==> src/rtl/bist_pkg.sv <==
// Shared types and helpers for the exhaustive BIST engine: sweep states and the MISR step.
package bist_pkg;

    typedef enum logic [1:0] {
        IDLE = 2'd0,
        RUN  = 2'd1,
        DONE = 2'd2
    } bist_state_t;

    localparam logic [15:0] BIST_POLY16 = 16'h1021;
    localparam int          BIST_MAX_W  = 64;

    // One MISR shift: left shift, conditional polynomial feedback from the MSB,
    // then fold in the zero-extended response. Only the low w bits are meaningful.
    function automatic logic [BIST_MAX_W-1:0] misr_next(
        input logic [BIST_MAX_W-1:0] sig,
        input logic [BIST_MAX_W-1:0] resp,
        input logic [BIST_MAX_W-1:0] poly,
        input int                    w = 16
    );
        logic [BIST_MAX_W-1:0] mask;
        logic [BIST_MAX_W-1:0] nxt;
        logic                  msb;
        mask = (w >= BIST_MAX_W) ? '1 : ((BIST_MAX_W'(1) << w) - BIST_MAX_W'(1));
        msb  = |(sig & (BIST_MAX_W'(1) << (w - 1)));
        nxt  = (sig << 1) ^ (msb ? poly : '0) ^ resp;
        return nxt & mask;
    endfunction

endpackage

==> src/rtl/exhaustive_bist_if.sv <==
// Sequencer-side handshake and DUT stimulus/response bundle for exhaustive_bist.
// The abort input exists only when EXHAUSTIVE_BIST_ABORT_EN is defined.
interface exhaustive_bist_if #(
    parameter int N_IN  = 4,
    parameter int N_OUT = 1,
    parameter int SIG_W = 16
);
    logic              start;
    logic [N_OUT-1:0]  resp_i;
`ifdef EXHAUSTIVE_BIST_ABORT_EN
    logic              abort;
`endif
    logic [N_IN-1:0]   pat_o;
    logic              busy;
    logic              done;
    logic              pass;
    logic [SIG_W-1:0]  signature;

    modport master (
        output start,
        output resp_i,
`ifdef EXHAUSTIVE_BIST_ABORT_EN
        output abort,
`endif
        input  pat_o,
        input  busy,
        input  done,
        input  pass,
        input  signature
    );

    modport slave (
        input  start,
        input  resp_i,
`ifdef EXHAUSTIVE_BIST_ABORT_EN
        input  abort,
`endif
        output pat_o,
        output busy,
        output done,
        output pass,
        output signature
    );
endinterface

==> src/rtl/bist_misr.sv <==
// Multiple-input signature register: clr zeroes it, en folds resp_i in on the edge.
module bist_misr
    import bist_pkg::*;
#(
    parameter int                SIG_W = 16,
    parameter int                N_OUT = 1,
    parameter logic [SIG_W-1:0]  POLY  = SIG_W'(BIST_POLY16)
) (
    input  logic              clk,
    input  logic              rst_n,
    input  logic              clr,
    input  logic              en,
    input  logic [N_OUT-1:0]  resp_i,
    output logic [SIG_W-1:0]  sig
);
    logic [SIG_W-1:0] sig_q;
    logic [SIG_W-1:0] sig_d;

    always_comb begin
        sig_d = sig_q;
        if (clr) begin
            sig_d = '0;
        end else if (en) begin
            sig_d = SIG_W'(misr_next(BIST_MAX_W'(sig_q), BIST_MAX_W'(resp_i),
                                     BIST_MAX_W'(POLY), SIG_W));
        end
    end

    always_ff @(posedge clk or negedge rst_n) begin
        if (!rst_n) begin
            sig_q <= '0;
        end else begin
            sig_q <= sig_d;
        end
    end

    assign sig = sig_q;
endmodule

==> src/rtl/exhaustive_bist.sv <==
// Exhaustive BIST sweep: steps pat_o through all 2^N_IN values, DWELL cycles each,
// compacts resp_i into a MISR and compares with GOLDEN. EXHAUSTIVE_BIST_ABORT_EN adds abort.
module exhaustive_bist
    import bist_pkg::*;
#(
    parameter int                N_IN   = 4,
    parameter int                N_OUT  = 1,
    parameter int                DWELL  = 1,
    parameter int                SIG_W  = 16,
    parameter logic [SIG_W-1:0]  POLY   = SIG_W'(BIST_POLY16),
    parameter logic [SIG_W-1:0]  GOLDEN = '0
) (
    input  logic         clk,
    input  logic         rst_n,
    exhaustive_bist_if.slave bus
);
    localparam int               CNT_W    = $clog2(DWELL + 1);
    localparam logic [CNT_W-1:0] CNT_LAST = CNT_W'(DWELL - 1);
    localparam logic [N_IN-1:0]  PAT_MAX  = '1;

    if (N_OUT > SIG_W) begin : g_bad_nout
        $error("exhaustive_bist: N_OUT must not exceed SIG_W");
    end
    if (DWELL < 1) begin : g_bad_dwell
        $error("exhaustive_bist: DWELL must be at least 1");
    end

    bist_state_t       state_q, state_d;
    logic [N_IN-1:0]   pat_q,   pat_d;
    logic [CNT_W-1:0]  cnt_q,   cnt_d;
    logic              pass_q,  pass_d;
    logic              misr_clr;
    logic              misr_en;
    logic              abort_act;
    logic [SIG_W-1:0]  sig;
    logic [SIG_W-1:0]  sig_next;

`ifdef EXHAUSTIVE_BIST_ABORT_EN
    assign abort_act = bus.abort;
`else
    assign abort_act = 1'b0;
`endif

    // Signature as it will be after this edge's update, so pass is valid alongside done.
    assign sig_next = SIG_W'(misr_next(BIST_MAX_W'(sig), BIST_MAX_W'(bus.resp_i),
                                       BIST_MAX_W'(POLY), SIG_W));

    always_comb begin
        state_d  = state_q;
        pat_d    = pat_q;
        cnt_d    = cnt_q;
        pass_d   = pass_q;
        misr_clr = 1'b0;
        misr_en  = 1'b0;
        case (state_q)
            IDLE: begin
                if (bus.start) begin
                    state_d  = RUN;
                    pat_d    = '0;
                    cnt_d    = '0;
                    pass_d   = 1'b0;
                    misr_clr = 1'b1;
                end
            end
            RUN: begin
                if (abort_act) begin
                    state_d = IDLE;
                    pass_d  = 1'b0;
                end else if (cnt_q == CNT_LAST) begin
                    misr_en = 1'b1;
                    cnt_d   = '0;
                    if (pat_q == PAT_MAX) begin
                        state_d = DONE;
                        pass_d  = (sig_next == GOLDEN);
                    end else begin
                        pat_d = pat_q + 1'b1;
                    end
                end else begin
                    cnt_d = cnt_q + 1'b1;
                end
            end
            DONE:    state_d = IDLE;
            default: state_d = IDLE;
        endcase
    end

    always_ff @(posedge clk or negedge rst_n) begin
        if (!rst_n) begin
            state_q <= IDLE;
            pat_q   <= '0;
            cnt_q   <= '0;
            pass_q  <= 1'b0;
        end else begin
            state_q <= state_d;
            pat_q   <= pat_d;
            cnt_q   <= cnt_d;
            pass_q  <= pass_d;
        end
    end

    bist_misr #(
        .SIG_W (SIG_W),
        .N_OUT (N_OUT),
        .POLY  (POLY)
    ) u_misr (
        .clk    (clk),
        .rst_n  (rst_n),
        .clr    (misr_clr),
        .en     (misr_en),
        .resp_i (bus.resp_i),
        .sig    (sig)
    );

    assign bus.pat_o     = pat_q;
    assign bus.busy      = (state_q == RUN);
    assign bus.done      = (state_q == DONE);
    assign bus.pass      = pass_q;
    assign bus.signature = sig;
endmodule

==> src/flat_wrapper.sv <==
// flat-port wrapper written by rule: the top's interface ports become plain ports
module exhaustive_bist_flat import bist_pkg::*;
#(
    parameter int                N_IN   = 4,
    parameter int                N_OUT  = 1,
    parameter int                DWELL  = 1,
    parameter int                SIG_W  = 16,
    parameter logic [SIG_W-1:0]  POLY   = SIG_W'(BIST_POLY16),
    parameter logic [SIG_W-1:0]  GOLDEN = '0
)
  (clk, rst_n, bus_start, bus_resp_i, bus_pat_o, bus_busy, bus_done, bus_pass, bus_signature);
  exhaustive_bist_if #(.N_IN(N_IN), .N_OUT(N_OUT), .SIG_W(SIG_W)) bus_i ();
  input  logic clk;
  input  logic rst_n;
  input wire logic [$bits(bus_i.start)-1:0] bus_start;
  input wire logic [$bits(bus_i.resp_i)-1:0] bus_resp_i;
  output wire logic [$bits(bus_i.pat_o)-1:0] bus_pat_o;
  output wire logic [$bits(bus_i.busy)-1:0] bus_busy;
  output wire logic [$bits(bus_i.done)-1:0] bus_done;
  output wire logic [$bits(bus_i.pass)-1:0] bus_pass;
  output wire logic [$bits(bus_i.signature)-1:0] bus_signature;
  assign bus_i.start = bus_start;
  assign bus_i.resp_i = bus_resp_i;
  assign bus_pat_o = bus_i.pat_o;
  assign bus_busy = bus_i.busy;
  assign bus_done = bus_i.done;
  assign bus_pass = bus_i.pass;
  assign bus_signature = bus_i.signature;
  exhaustive_bist #(.N_IN(N_IN), .N_OUT(N_OUT), .DWELL(DWELL), .SIG_W(SIG_W), .POLY(POLY), .GOLDEN(GOLDEN)) u_core (.clk(clk), .rst_n(rst_n), .bus(bus_i));
endmodule
==> config.mk <==
export PLATFORM = sky130hd
export DESIGN_NAME = exhaustive_bist_flat
export DESIGN_NICKNAME = d
export VERILOG_FILES = /design/src/rtl/bist_pkg.sv /design/src/rtl/exhaustive_bist_if.sv /design/src/rtl/bist_misr.sv /design/src/rtl/exhaustive_bist.sv /design/src/flat_wrapper.sv
export SDC_FILE = /design/constraint.sdc
export NUM_CORES = 1
export LEC_CHECK = 0
export ABC_AREA = 1
export CAP_MARGIN = 20
export CELL_PAD_IN_SITES_DETAIL_PLACEMENT = 1
export CELL_PAD_IN_SITES_GLOBAL_PLACEMENT = 1
export CORE_ASPECT_RATIO = 0.75
export CORE_UTILIZATION = 30
export CTS_CLUSTER_SIZE = 12
export DETAILED_ROUTE_END_ITERATION = 10
export PLACE_DENSITY_LB_ADDON = 0.1
export SKIP_LAST_GASP = 1
export SLEW_MARGIN = 40
export SYNTH_ARGS = -nofsm -noshare
export SYNTH_HDL_FRONTEND = slang
export SYNTH_SLANG_ARGS = --single-unit
==> constraint.sdc <==
create_clock -name clk -period 3.45 [get_ports clk]
set_clock_uncertainty 0.2 [all_clocks]
set_input_delay 0.5175 -clock clk [delete_from_list [all_inputs] [get_ports clk]]
set_output_delay 0.5175 -clock clk [all_outputs]
set_load 0.01 [all_outputs]
# Yosys cells after proc, flatten, opt, wreduce, memory -nomap -nowiden
# Index checks and enable logic that the tools add are counted.
# Widths: inputs -> output; s select.
# word_totals
ff_bits,24
in_bits,4
output_inout_bits,23
# classes
add_sub_neg,2
eq_ne,7
n_mux,21
bitwise,2
reduce_logical,8
# ops
operator,n
$mux 16,2
$logic_not 16->1,1
$xor 16x1->16,1
$xor 16x13->16,1
$mux 13,1
$mux 4,3
$mux 1,8
$pmux 4 s2,1
$reduce_and 4->1,2
$mux 2,3
$ne 2x2->1 const B,3
$add 4x1->4 const B,1
$eq 4x4->1 const B,1
$pmux 1 s2,2
$pmux 2 s2,1
$reduce_bool 2->1,2
$reduce_and 3->1,1
$eq 2x1->1 const B,1
$eq 2x2->1 const B,1
$logic_not 2->1,1
$ne 2x1->1 const B,1
$reduce_and 2->1,1
$add 1x1->1 const B,1

# Longest topological paths before layout
# logic_depth
ltp_word,7
ltp_mapped,7

# Hierarchy
# From an unflattened synthesis, not the netlist that was laid out.
# unflattened
cells_unflattened,138
hier_area_um2,1104.8
# by_module_without_submodules
mod,n_inst,cells_each,area_per_inst_um2,seq_area_each_um2
bist_misr,1,79,669.4,400.4
exhaustive_bist,1,59,435.4,175.2

# Least setup slack after synthesis
# OpenSTA, ideal clock, no wires.
# synth_timing
kind,flip-flop to flip-flop
start,"register u_core.pat_q[0], in the netlist u_core.bus.pat_o[0]"
end,"register u_core.pat_q[3], in the netlist u_core.bus.pat_o[3]"
setup_ns,0.123
t_arrival_ns,1.122
slack_ns,2.006
path_stages_with_launch,6
n_path_buf,0
path_cell_list,dfrtp_1 ha_1 nand3_1 nand2_2 nor3b_1 nor2_1
# synth_via
elab_chain_cells,4
word_cells_on_any_way,7
classes_between,add/sub (1); eq/ne (2); mux (3); reduce/logical (1)
# synth_rtl
item,line_no,text
from (decl),exhaustive_bist.sv:29,"logic [N_IN-1:0] pat_q, pat_d;"
from (signal assigned),exhaustive_bist.sv:95,pat_q <= pat_d;
$add 4x1->4,exhaustive_bist.sv:76,pat_d = pat_q + 1'b1;
$mux 4,exhaustive_bist.sv:72,if (pat_q == PAT_MAX) begin
$mux 4,exhaustive_bist.sv:69,end else if (cnt_q == CNT_LAST) begin
$pmux 4 s2,exhaustive_bist.sv:55,case (state_q)
# Several ways; a longest one is shown, not always the timed one. The select of a mux whose other input is x is not followed.
# A chain may end at the register's enable or synchronous reset.

# Final worst setup path
# layout_timing
start,register u_core.state_q[1]
end,output bus_busy
# layout_via
elab_chain_cells,1
# layout_rtl
item,line_no,text
from (decl),exhaustive_bist.sv:28,"bist_state_t state_q, state_d;"
from (signal assigned),exhaustive_bist.sv:94,state_q <= state_d;
$eq 2x1->1,exhaustive_bist.sv:115,assign bus.busy = (state_q == RUN);
to (decl),flat_wrapper.sv:18,output wire logic [$bits(bus_i.busy)-1:0] bus_busy;
# Every way passes these cells.

==> results.md <==
- Result of the run: complete, no violations
- Endpoint type of the worst setup path: primary output
- Master of the slowest instance on the critical path: clkdlybuf4s50_1
- Total of flip-flops plus latches after synthesis: 23
- Clock root cell: clkbuf_8
- CTS tree: built
- Synthesized Nets: approximately 110
- Number of global-route vias before repair: around 870
- Top FF cell, synth: dfrtp_1
- Cell accounting for the most synthesized area: dfrtp_1
- Unique masters post-synth: 19
- Dominant delay contributor by cell family on the critical path: buffers and inverters
- Pin count of the biggest net entering global routing: 24
- Fraction of final layout cells sized beyond drive strength 1: under 10%
- Number of resized instances in the post-cts repair step: 0
- Power Density: around 1000 nW/um^2
- M1 WL: approximately 1300 um
- Most used standard cells in the synthesized netlist: dfrtp_1, inv_1, nand2_1, o22ai_1, nor2_1
- Area fraction of the dominant cell type after synthesis: 57.14%
- DIE AREA: around 3600 um^2
- Starting Density: 32.88%
- Worst-path clk slew: roughly 0.08 ns
- Number of synthesized flops with an enable pin: 0
- Overall routing resource usage: 17.08%
- Worst skew pair latency: approximately 0.27 ns
- Delay of the slowest cell on the worst path: around 0.56 ns
- Total setup violations reported at the end of the flow: 0
- Logic depth of the worst path, buffers included: 2
- CTS Sinks: 23
- Startpoint Class: register
- Area of the core: about 3100 um^2
- Number of violations of the max-capacitance limit: 0
- Number of buffers inserted by post-CTS setup repair: 0
- Number of DRC violations after detailed-routing iteration 0: 28
- DIE HEIGHT: about 52 um
- Sequential element share of the synthesized area: a little under three fifths
- Final period utilization: ~63%
- Synthesized netlist cell count: ~110
- X dimension of the die: 68.91 um
- Maximum fanout along the worst path: 5
- Number of antenna repair diodes: 0
- Power dissipated by switching net loads: between 500 and 600 uW
- Vias after detailed routing: around 850
- Top cells by area, synth: dfrtp_1, o22ai_1, inv_1
- Number of hold buffers added after cts: 0
- Number of buffers on the longest clock path: 2
- Sequential Area: around 580 um^2
- Buffers and inverters on the worst path: 1
- Setup repair after global routing missed its margin: false
- Overflow left after global routing: 0
- Area growth from synthesis to layout: 32.30%
- Number of routed nets with antenna violations: 0
- Setup slack of the most critical reg-to-reg path: 1.90 ns
- Sw Ratio: 41.12%
- CP cell instances: nor2_4 > clkdlybuf4s50_1
- CTS Buf Count: 3
- Number of cells on the worst reg-to-reg path: 5
- Residual DRC: 0
- H-tree Lvls: 1
- Site Rows: 17
- Post-DR wirelength/cell: 14.64 um
- Worst-case vdd ir drop: approximately 0.32 mV
- Part of the power in registers: around a third
- Tightest slew margin relative to the limit: around two thirds
- Reg2reg end: u_core.bus.pat_o[3]$_DFFE_PN0P_
- Total detailed-routing wirelength: approximately 2500 um
- Setup Crit Path Kind: reg2out
- Maximum clock frequency: 0.4628 GHz
- FFs w/ async S/R, synth: 100.0%
- Max Transition Viols Final: 0
- Clock period minus final worst setup slack: 2.161 ns
- Final weighted congestion of routability-driven global placement: 0.7828
- Multi-input gate area in the final layout: around 340 um^2
- Topmost layer with routed signal wires: met4
- Synth Cell Area: between 1000 and 1500 um^2
- Most common cell in the netlist: dfrtp_1
- Critical Path AT: 1.44 ns
- Total Power: ~1400 uW
- Hold violation count in the final report: 0
- Total met3 wirelength after detailed routing: approximately 110 um
- P_int: 807.2 uW
- Count of fill cells added during filler insertion: roughly 360
- Total half-perimeter wirelength after legalization and detailed placement: about 1900 um
- Class of the tightest hold or removal check: in2async
- Synthesized area divided by synthesized cell count: ~9.4 um^2
- Vias per cell: just under 5
- Launching point of the worst reg2reg path: u_core.bus.pat_o[0]$_DFFE_PN0P_
- Antenna violations before repair: 0
- Net count, final: ~140
- Met2 wirelength from detailed routing: 1103 um
- First drt pass iteration count: 4
- Share of total power in the clock network: 12.3%
- Actual transition at the worst max-transition pin: between 0.5 and 0.6 ns
- Combinational fraction of design power: 52.6%
- Required time worst endpoint: between 2 and 3 ns
- Post-route worst hold slack: around 0.014 ns
- Number of warnings issued by yosys: 0
- Number of placed I/O pins: 27
- Aggregate negative setup slack: 0 ns
- Port-buffer cells: 26
- Cell leakage power: about 0.0006 uW
- First-pass GRT wire length: about 4300 um
==> cell families (layout without fill, tap and decap cells) <==
| family | after synthesis | in the layout | synth area share [%] |
|---|---|---|---|
| adder cells (fa/ha/maj) | 1 | 1 | 1.242 |
| buffers and inverters | 21 | 49 | 9.317 |
| AND/OR/NAND/NOR | 40 | 40 | 19.13 |
| flip-flops | 23 | 23 | 57.14 |
| XOR/XNOR | 1 | 1 | 0.8697 |
| AO/OA/AOI/OAI | 21 | 21 | 12.30 |
==> worst max path at each step <==
stage | from | to | slack [ns]
detailed placement | bus_start | u_core.u_misr.sig[8]$_DFFE_PN0P_ | 1.57
finish | u_core.state_q[1]$_DFFE_PN0P_ | bus_busy | 1.29
global placement | rst_n | u_core.state_q[1]$_DFFE_PN0P_ | 1.47
floorplan | u_core.bus.pat_o[0]$_DFFE_PN0P_ | u_core.bus.pat_o[3]$_DFFE_PN0P_ | 2.01
global route | u_core.state_q[1]$_DFFE_PN0P_ | bus_busy | 1.23
CTS | u_core.state_q[1]$_DFFE_PN0P_ | bus_busy | 1.27
==> registers in the layout (all words and copies together) (netlist names) <==
register,flops
u_core.u_misr.sig,16
u_core.bus.pat_o,4
u_core.state_q,2
u_core.bus.pass,1
==> stage by stage <==
stage	cell area [um^2]	setup WS [ns]	util, %	std cells
after floorplan	1007	2.006	-	107
after global placement	1292	1.468	42.20	169
after detailed placement	1287	1.571	42.03	169
after CTS	1333	1.275	43.50	173
after global routing	1333	1.232	43.50	173
final	1333	1.289	43.50	173
==> cell usage in the layout, fill, tap and decap left out <==
cell,count
clkdlybuf4s50_1,25
dfrtp_1,23
inv_1,17
nand2_1,15
o22ai_1,15
nor2_1,11
nand3_1,7
a21oi_1,3
o21ai_0,3
clkbuf_8,3
inv_2,2
nor2_4,1
nand2_2,1
nand3_2,1
nor2_2,1
nand2_4,1
nor3b_1,1
xor2_1,1
nand3b_1,1
ha_1,1
clkbuf_1,1
buf_2,1
==> power groups by stage <==
| stage | Sequential (uW) | Clock [uW] | Combinational [uW] |
|---|---|---|---|
| 5_1_grt | 500 | 191 | 804 |
| 3_5_place_dp | 488 | 0 | 727 |
| 6_report | 481 | 168 | 721 |
| 4_1_cts | 483 | 171 | 730 |
| 3_3_place_gp | 480 | 0 | 709 |
| 2_1_floorplan | 522 | 0 | 369 |
==> metal layers <==
metal / vias up / track usage [%]
met2: 19 / 23.62
met5: - / 0
met3: 2 / 5.435
met1: 416 / 25.00
li1: 408 / -
met4: 0 / 5.102
==> final cells by class <==
cell class	count	area share [%]
flip-flops and latches	23	43.19
inverters	19	5.352
multi-input cells	63	25.35
clock buffers	4	3.380
repair buffers	26	19.15
well taps	38	3.568
Note: power is estimated with default switching activity, not from simulation.
